### src/rtl/uart_pkg.sv
// Shared types and constants for the UART transmit arbiter.
package uart_pkg;

  typedef enum logic [1:0] {
    IDLE = 2'd0,
    SEND = 2'd1,
    GAP  = 2'd2
  } arb_state_e;

  localparam logic [7:0] ASCII_LF = 8'h0A;

endpackage

### src/rtl/uart_rr_pick.sv
// Round-robin search: first set req bit strictly after last_owner, wrapping.
module uart_rr_pick #(
  parameter int N_REQ = 4,
  parameter int IDX_W = $clog2(N_REQ)
) (
  input  logic [N_REQ-1:0] req,
  input  logic [IDX_W-1:0] last_owner,
  output logic [IDX_W-1:0] winner,
  output logic             valid
);

  logic [IDX_W-1:0] cand;

  // Walk the N_REQ candidates starting at last_owner+1; the first hit wins.
  always_comb begin
    winner = '0;
    valid  = 1'b0;
    cand   = '0;
    for (int k = 1; k <= N_REQ; k++) begin
      cand = IDX_W'((int'(last_owner) + k) % N_REQ);
      if (!valid && req[cand]) begin
        winner = cand;
        valid  = 1'b1;
      end
    end
  end

endmodule

### src/rtl/uart_tx_arb.sv
// Shares one uart_tx between N_REQ byte requesters, optionally holding the
// grant for a whole line (up to LOCK_MAX bytes).
//
// state | meaning
// ------+------------------------------------------------------------
// IDLE  | no owner; round-robin pick among pending requests
// SEND  | byte presented to uart_tx, waiting for tx_ready
// GAP   | byte taken, ack pulsing; continue the line or release grant
module uart_tx_arb
  import uart_pkg::*;
#(
  parameter int N_REQ     = 4,
  parameter int LINE_LOCK = 1,
  parameter int LOCK_MAX  = 128
) (
  input  logic               clk,
  input  logic               reset_,
  input  logic [N_REQ-1:0]   req,
  input  logic [8*N_REQ-1:0] data,
  output logic [N_REQ-1:0]   ack,
  output logic [N_REQ-1:0]   grant,
  output logic               tx_req,
  output logic [7:0]         tx_data,
  input  logic               tx_ready
);

  localparam int               IDX_W     = $clog2(N_REQ);
  localparam logic [IDX_W-1:0] OWNER_RST = IDX_W'(N_REQ - 1);
  localparam logic [7:0]       BURST_MAX = 8'(LOCK_MAX);

  arb_state_e       state_q, state_d;
  logic [N_REQ-1:0] grant_q, grant_d;
  logic [N_REQ-1:0] ack_q, ack_d;
  logic             tx_req_q, tx_req_d;
  logic [7:0]       tx_data_q, tx_data_d;
  logic [IDX_W-1:0] owner_q, owner_d;
  logic [IDX_W-1:0] last_owner_q, last_owner_d;
  logic [7:0]       burst_q, burst_d;

  logic [7:0]       data_arr [N_REQ];
  logic [IDX_W-1:0] pick_idx;
  logic             pick_valid;
  logic             hold_line;

  for (genvar i = 0; i < N_REQ; i++) begin : g_data
    assign data_arr[i] = data[8*i +: 8];
  end

  uart_rr_pick #(
    .N_REQ (N_REQ),
    .IDX_W (IDX_W)
  ) u_pick (
    .req        (req),
    .last_owner (last_owner_q),
    .winner     (pick_idx),
    .valid      (pick_valid)
  );

  // tx_data_q still holds the byte just sent while in GAP.
  assign hold_line = (LINE_LOCK != 0) && (tx_data_q != ASCII_LF) &&
                     (burst_q < BURST_MAX) && req[owner_q];

  // Next-state and registered-output logic.
  always_comb begin
    state_d      = state_q;
    grant_d      = grant_q;
    ack_d        = '0;
    tx_req_d     = tx_req_q;
    tx_data_d    = tx_data_q;
    owner_d      = owner_q;
    last_owner_d = last_owner_q;
    burst_d      = burst_q;
    unique case (state_q)
      IDLE: begin
        tx_req_d = 1'b0;
        grant_d  = '0;
        if (pick_valid) begin
          grant_d[pick_idx] = 1'b1;
          owner_d           = pick_idx;
          tx_data_d         = data_arr[pick_idx];
          tx_req_d          = 1'b1;
          burst_d           = 8'd1;
          state_d           = SEND;
        end
      end
      SEND: begin
        if (tx_ready) begin
          tx_req_d       = 1'b0;
          ack_d[owner_q] = 1'b1;
          state_d        = GAP;
        end
      end
      GAP: begin
        if (hold_line) begin
          tx_data_d = data_arr[owner_q];
          tx_req_d  = 1'b1;
          burst_d   = burst_q + 8'd1;
          state_d   = SEND;
        end else begin
          last_owner_d = owner_q;
          grant_d      = '0;
          state_d      = IDLE;
        end
      end
      default: state_d = IDLE;
    endcase
  end

  // State and output registers; reset makes requester 0 the first winner.
  always_ff @(posedge clk or negedge reset_) begin
    if (!reset_) begin
      state_q      <= IDLE;
      grant_q      <= '0;
      ack_q        <= '0;
      tx_req_q     <= 1'b0;
      tx_data_q    <= 8'h00;
      owner_q      <= '0;
      last_owner_q <= OWNER_RST;
      burst_q      <= 8'd0;
    end else begin
      state_q      <= state_d;
      grant_q      <= grant_d;
      ack_q        <= ack_d;
      tx_req_q     <= tx_req_d;
      tx_data_q    <= tx_data_d;
      owner_q      <= owner_d;
      last_owner_q <= last_owner_d;
      burst_q      <= burst_d;
    end
  end

  assign grant   = grant_q;
  assign ack     = ack_q;
  assign tx_req  = tx_req_q;
  assign tx_data = tx_data_q;

endmodule

### config.mk
export PLATFORM = sky130hd
export DESIGN_NAME = uart_tx_arb
export DESIGN_NICKNAME = d
export VERILOG_FILES = /design/src/rtl/uart_pkg.sv /design/src/rtl/uart_rr_pick.sv /design/src/rtl/uart_tx_arb.sv
export SDC_FILE = /design/constraint.sdc
export NUM_CORES = 1
export LEC_CHECK = 0
export BUFFER_PORTS_ARGS = -buffer_cell sky130_fd_sc_hd__buf_4
export CORE_MARGIN = 8
export CORE_UTILIZATION = 26
export CTS_BUF_LIST = sky130_fd_sc_hd__clkbuf_8
export DETAILED_ROUTE_END_ITERATION = 10
export SYNTH_ARGS = -nofsm -noshare
export SYNTH_HDL_FRONTEND = slang
export SYNTH_SLANG_ARGS = --single-unit
### constraint.sdc
create_clock -name clk -period 1.9 [get_ports clk]
set_input_delay 0.285 -clock clk [delete_from_list [all_inputs] [get_ports clk]]
set_output_delay 0.285 -clock clk [all_outputs]
set_load 0.01 [all_outputs]
==> impl_metrics.env, run 1 <==
export IMPL_setup_ws_ns=-0.0753
export IMPL_synth_top_area_share_pct=36.4
export IMPL_critical_path_required_ns=2.06
export IMPL_finClkSkew_ns=0.00851
export IMPL_p_leak_nw=1.25
export IMPL_clk_pin_slew_ns=0.07
export IMPL_timing_final_crit_share_pct=104
export IMPL_cp_start_kind="register"
export IMPL_synth_most_common_cell="dfrtp_1"
export IMPL_violations="negative setup slack"
export IMPL_cts_buffers=5
export IMPL_critPathTopFamily="simple AND/OR/NAND/NOR gates"
export IMPL_nNetsFinal=324
export IMPL_htreeDepth=2
export IMPL_hold_ws_ns=0.278
export IMPL_status="finished, violations left"
export IMPL_drv_cap=0
export IMPL_criticalPathCategory="reg -> reg"
export IMPL_grt_pass1_vias=1949
export IMPL_fill_cells=765
export IMPL_top_layer="met4"
export IMPL_max_vdd_ir_drop_uv=513
export IMPL_holdPathStages=3
export IMPL_r2r_slack_ns=-0.08
export IMPL_tightest_slew_ns=0.397
export IMPL_crit_arrival_ns=2.14
export IMPL_clk_latency_ns=0.28
export IMPL_yosysWarningCount=0
export IMPL_crit_slowest_cell="or4_4"
export IMPL_finalWirelength_um=5800
export IMPL_crit_path_max_fanout=9
export IMPL_met2RoutedLength_um=2900
export IMPL_max_stage_delay_ns=0.52
export IMPL_hold_viol_final=0
export IMPL_powerDensity_nw_per_um2=1510
export IMPL_antenna_left=0
export IMPL_r2r_end="burst_q[1]"
export IMPL_endpoint_kind="register"
export IMPL_hold_class="in -> reg"
export IMPL_synthDistinctLibCells=38
export IMPL_drc=0
export IMPL_ys_top_cells_by_count="dfrtp_1, nand2_1, nor2_1, a21oi_1"
export IMPL_min_to="ack[2]"
export IMPL_relSlewSlack_pct=73.2
export IMPL_diodes=0
export IMPL_synth_edf_count=0
export IMPL_start_util_pct=26.3
export IMPL_power_total_w=0.00427
export IMPL_row_count=32
export IMPL_hpwl_um=4350
export IMPL_cts_root_buf="clkbuf_8"
export IMPL_finalSetupViolCount=16
export IMPL_async_flop_share_pct=100
export IMPL_cts_tree="yes"
export IMPL_via_per_inst=4.85
export IMPL_drv_slew=0
export IMPL_clockBufferDepth=2
export IMPL_dr_wl_met3_um=214
export IMPL_stdcell_area_sq_um=2820
export IMPL_yosys_area_top_type="dfrtp_1"
export IMPL_port_buffers=55
export IMPL_synth_main_ff_cell="dfrtp_1"
export IMPL_synth_area_per_cell_sq_um=9.76
export IMPL_area_delta_synth_final_pct=41.6
export IMPL_synth_seq_area_share_pct=39.1
export IMPL_cp_num_buf_inv=2
export IMPL_startpoint="tx_data[4]"
export IMPL_grt_pass1_wl_um=9580
export IMPL_num_vias=1858
export IMPL_final_util_pct=37.3
export IMPL_drt_pre_antenna_iters=4
export IMPL_cp_cell_sequence="or4_4 > o211a_4 > mux2i_4 > buf_4 > buf_6 > nor2_2 > nand3_1 > nand2_1"
export IMPL_ios=56
export IMPL_clock_sinks=31
export IMPL_dieArea_sq_um=10700
export IMPL_grt_use_total_pct=10.6
export IMPL_overflow=0
export IMPL_drt_iter0_drc=106
export IMPL_wire_per_inst_um=15.1
export IMPL_worst_r2r_path_depth=8
export IMPL_rsz0062_at_grt="true"
export IMPL_r2r_start="tx_data[4]"
export IMPL_chipHeight_um=104
export IMPL_synth_seq_cells=31
export IMPL_die_width_um=104
export IMPL_min_period_ns=1.98
export IMPL_routabilityCongestion=0.806
export IMPL_grt_max_degree=32
export IMPL_wl_met1_um=2630
export IMPL_synth_cell_area_sq_um=1990
export IMPL_synth_area_top_cells="dfrtp_1, mux4_2, nand2_1"
export IMPL_drive_gt1_share_pct=40.9
export IMPL_min_from="tx_ready"
export IMPL_fmax_ghz=0.506
export IMPL_core_area_sq_um=7570
export IMPL_synthesis_nets=248
export IMPL_placed_area_sq_um=2620
export IMPL_tns_ns=-0.525
export IMPL_multi_input_area_sq_um=1180
export IMPL_seqCellArea_sq_um=778
export IMPL_antenna_found_initial=0
export IMPL_synthCells=204
==> registers in the layout, summed over array words and instances, names as in the netlist <==
name,count
tx_data,8
ack,4
tx_req,1
burst_q,8
last_owner_q,2
grant,4
state_q,2
owner_q,2
==> layer usage <==
metal	GRT usage, %	vias up
met5	0	-
met4	2.83	0
met3	2.54	6
met2	18.1	40
met1	13.1	917
li1	-	895
==> kinds of logic after synthesis <==
kind of cell / Yosys count / share of synthesized area, %
and+or+nand+nor: 80 / 19.0
AOI/OAI and AO/OA: 46 / 16.1
DFF: 31 / 39.1
muxes: 20 / 16.5
buffers and inverters: 17 / 4.08
xor gates and xnor gates: 5 / 2.20
adders and majority gates: 5 / 3.14
==> layout make-up <==
cell class | instances | share of cell area, %
multi-input cells | 158 | 42.0
flip-flops and latches | 31 | 27.6
repair buffers | 80 | 22.4
well taps | 102 | 4.52
clock buffers | 5 | 2.44
clock inverters | 3 | 0.576
inverters | 4 | 0.532
==> where the power goes <==
part	leakage [nW]	internal [W]	switching, W
Clock	0.0453	0.000250	0.000248
Combinational	0.824	0.00136	0.00135
Sequential	0.385	0.000909	0.000161
==> placed cells by master (no fill, tap or decap), types with 4 or more instances in the layout <==
cell,netlist,final
o21ai_0,8,7
nor3_1,6,5
clkbuf_8,0,5
xnor2_1,5,5
nand2b_1,5,5
a31oi_1,9,9
nand3_1,7,6
dfrtp_1,29,29
buf_4,1,76
mux4_2,9,9
nand2_1,26,26
mux2i_1,8,8
a21oi_1,11,11
inv_1,4,5
nor2_1,23,21
ha_1,5,5
nor2_2,0,4
a221o_1,8,8
==> what timing repair did <==
action,CTS,global route
gates resized for setup,4,8
pin swaps,2,10
endpoints found under the hold margin,29,0
hold buffers,1,0
gates cloned,1,1
buffers inserted,3,2
endpoints found under the setup margin,10,18
==> stage by stage <==
step	setup slack (ns)	std cells
finish	-0.0753	383
global route	-0.176	383
CTS	-0.000966	380
detailed placement	-0.0348	367
global placement	-0.0260	367
floorplan	-0.0310	204
==> how the worst max path moves through the flow <==
| stage | end | slack, ns | depth (start not counted) |
|---|---|---|---|
| 6_report | burst_q[1] | -0.08 | 8 |
| 3_5_place_dp | tx_data[4] | -0.03 | 6 |
| 3_3_place_gp | tx_data[2] | -0.03 | 7 |
| 5_1_grt | burst_q[2] | -0.18 | 7 |
| 4_1_cts | burst_q[7] | -0.001 | 7 |
| 2_1_floorplan | burst_q[0] | -0.03 | 6 |
==> worst register-to-register path, delay by kind of cell, from the launching register on <==
kind | cells | cell delay (ns)
buf+inv | 2 | 0.24
simple gates | 4 | 0.76
mux | 1 | 0.19
compound gates | 1 | 0.28
flops | 1 | 0.40
No activity file was read; power rests on OpenSTA's default activity.
==> inputs of run 2 (changes only) <==
--- a/config.mk
+++ b/config.mk
@@ -5,6 +5,7 @@
 export SDC_FILE = /design/constraint.sdc
 export NUM_CORES = 1
 export LEC_CHECK = 0
+export ABC_AREA = 0
 export BUFFER_PORTS_ARGS = -buffer_cell sky130_fd_sc_hd__buf_4
 export CORE_MARGIN = 8
 export CORE_UTILIZATION = 26
==> constraint.sdc (replaced) <==
create_clock -name clk -period 1.8 [get_ports clk]
set_input_delay 0.27 -clock clk [delete_from_list [all_inputs] [get_ports clk]]
set_output_delay 0.27 -clock clk [all_outputs]
set_load 0.01 [all_outputs]
==> impl_metrics.env, run 2 (synthesis gave the netlist of run 1 again) <==
export IMPL_hpwl_um=4420
export IMPL_cts_root_buf="clkbuf_8"
export IMPL_routabilityCongestion=0.803
export IMPL_drt_iter0_drc=95
export IMPL_antenna_found_initial=0
export IMPL_die_width_um=104
export IMPL_clockBufferDepth=2
export IMPL_chipHeight_um=104
export IMPL_cp_num_buf_inv=1
export IMPL_min_from="tx_ready"
export IMPL_worst_r2r_path_depth=7
export IMPL_min_period_ns=1.88
export IMPL_violations="negative setup slack"
export IMPL_hold_viol_final=0
export IMPL_holdPathStages=3
export IMPL_p_leak_nw=1.33
export IMPL_ios=56
export IMPL_core_area_sq_um=7570
export IMPL_clock_sinks=31
export IMPL_top_layer="met4"
export IMPL_stdcell_area_sq_um=2920
export IMPL_endpoint_kind="register"
export IMPL_port_buffers=55
export IMPL_met2RoutedLength_um=2880
export IMPL_relSlewSlack_pct=71.8
export IMPL_r2r_slack_ns=-0.08
export IMPL_clk_pin_slew_ns=0.06
export IMPL_overflow=0
export IMPL_final_common_cell="buf_4"
export IMPL_criticalPathCategory="reg -> reg"
export IMPL_grt_max_degree=32
export IMPL_powerDensity_nw_per_um2=1600
export IMPL_max_vdd_ir_drop_uv=566
export IMPL_nNetsFinal=332
export IMPL_crit_path_max_fanout=7
export IMPL_dpl_worst_slack_ns=-0.128
export IMPL_max_stage_delay_ns=0.53
export IMPL_crit_slowest_cell="or4_4"
export IMPL_dieArea_sq_um=10700
export IMPL_final_cell_mix="buf_4, dfrtp_1, nand2_1, nor2_1, a21oi_1"
export IMPL_fmax_ghz=0.531
export IMPL_final_util_pct=38.5
export IMPL_cp_start_kind="register"
export IMPL_hold_class="in -> reg"
export IMPL_via_per_inst=4.81
export IMPL_grt_pass1_wl_um=9960
export IMPL_num_vias=1882
export IMPL_r2r_start="tx_data[5]"
export IMPL_area_delta_synth_final_pct=46.4
export IMPL_dr_wl_met3_um=181
export IMPL_cts_tree="yes"
export IMPL_start_util_pct=26.3
export IMPL_drv_cap=0
export IMPL_drt_pre_antenna_iters=4
export IMPL_setup_ws_ns=-0.0843
export IMPL_timing_final_crit_share_pct=105
export IMPL_critPathTopFamily="simple AND/OR/NAND/NOR gates"
export IMPL_diodes=0
export IMPL_grt_use_total_pct=11.0
export IMPL_status="finished, violations left"
export IMPL_cts_buffers=5
export IMPL_min_to="ack[2]"
export IMPL_grt_pass1_vias=1992
export IMPL_row_count=32
export IMPL_drc=0
export IMPL_finalWirelength_um=5940
export IMPL_clk_latency_ns=0.27
export IMPL_antenna_left=0
export IMPL_drive_gt1_share_pct=42.2
export IMPL_tightest_slew_ns=0.419
export IMPL_crit_arrival_ns=2.05
export IMPL_wire_per_inst_um=15.2
export IMPL_finalSetupViolCount=20
export IMPL_finClkSkew_ns=0.00259
export IMPL_htreeDepth=2
export IMPL_cp_cell_sequence="or4_4 > o211a_4 > mux2i_4 > buf_12 > nor4_1 > xnor2_1 > nor2_1"
export IMPL_r2r_end="burst_q[5]"
export IMPL_critical_path_required_ns=1.96
export IMPL_drv_slew=0
export IMPL_placed_area_sq_um=2680
export IMPL_rsz0062_at_grt="true"
export IMPL_wl_met1_um=2850
==> run 2: area by class of cell <==
type | instances | area (sq um)
Tap cell | 102 | 128
Clock buffer | 5 | 68.8
Clock inverter | 3 | 11.3
Timing Repair Buffer | 89 | 724
Inverter | 4 | 15.0
Fill cell | 755 | 4650
Sequential cell | 31 | 778
Multi-Input combinational cell | 157 | 1190
==> run 2: metal layers <==
metal	up-vias	track usage, %
met5	-	0
met2	35	17.9
met1	926	14.1
met3	2	2.79
met4	0	2.94
li1	919	-
==> run 2: worst max-delay path by stage <==
stage | cells after the start | start | to | slack (ns)
3_3_place_gp | 6 | tx_data[0] | burst_q[7] | -0.07
2_1_floorplan | 6 | tx_data[0] | burst_q[0] | -0.13
6_report | 7 | tx_data[5] | burst_q[5] | -0.08
4_1_cts | 7 | tx_data[5] | tx_data[6] | -0.07
3_5_place_dp | 6 | tx_data[0] | tx_data[0] | -0.13
5_1_grt | 8 | state_q[1] | burst_q[5] | -0.18
==> run 2: tightest hold or removal path: cells and delay by family <==
family                 cells  cell delay (ns)
buffers and inverters      1             0.13
AND/OR/NAND/NOR            2             0.11
==> run 2: power by group <==
group,total [W],internal (W),switching (W)
registers,0.00112,0.000959,0.000156
clock network,0.000508,0.000257,0.000250
logic,0.00304,0.00158,0.00146
==> run 2: through the flow <==
step	TNS, ns	total power (W)	hold WS (ns)	std cells
6_report	-1.19	0.00467	0.274	391
4_1_cts	-0.761	0.00457	0.269	389
3_5_place_dp	-1.32	0.00381	0.233	375
2_1_floorplan	-0.835	0.00279	-0.0256	204
5_1_grt	-2.60	0.00500	0.278	391
3_3_place_gp	-0.791	0.00377	0.230	375
==> run 2: what timing repair did <==
item                                   CTS  global route
resized for setup                        5            11
setup buffers                            3             2
hold buffers                             1             0
pin swaps                                8             6
gates cloned                             2             0
endpoints found under the hold margin   29             0
setup endpoints to repair               18            20
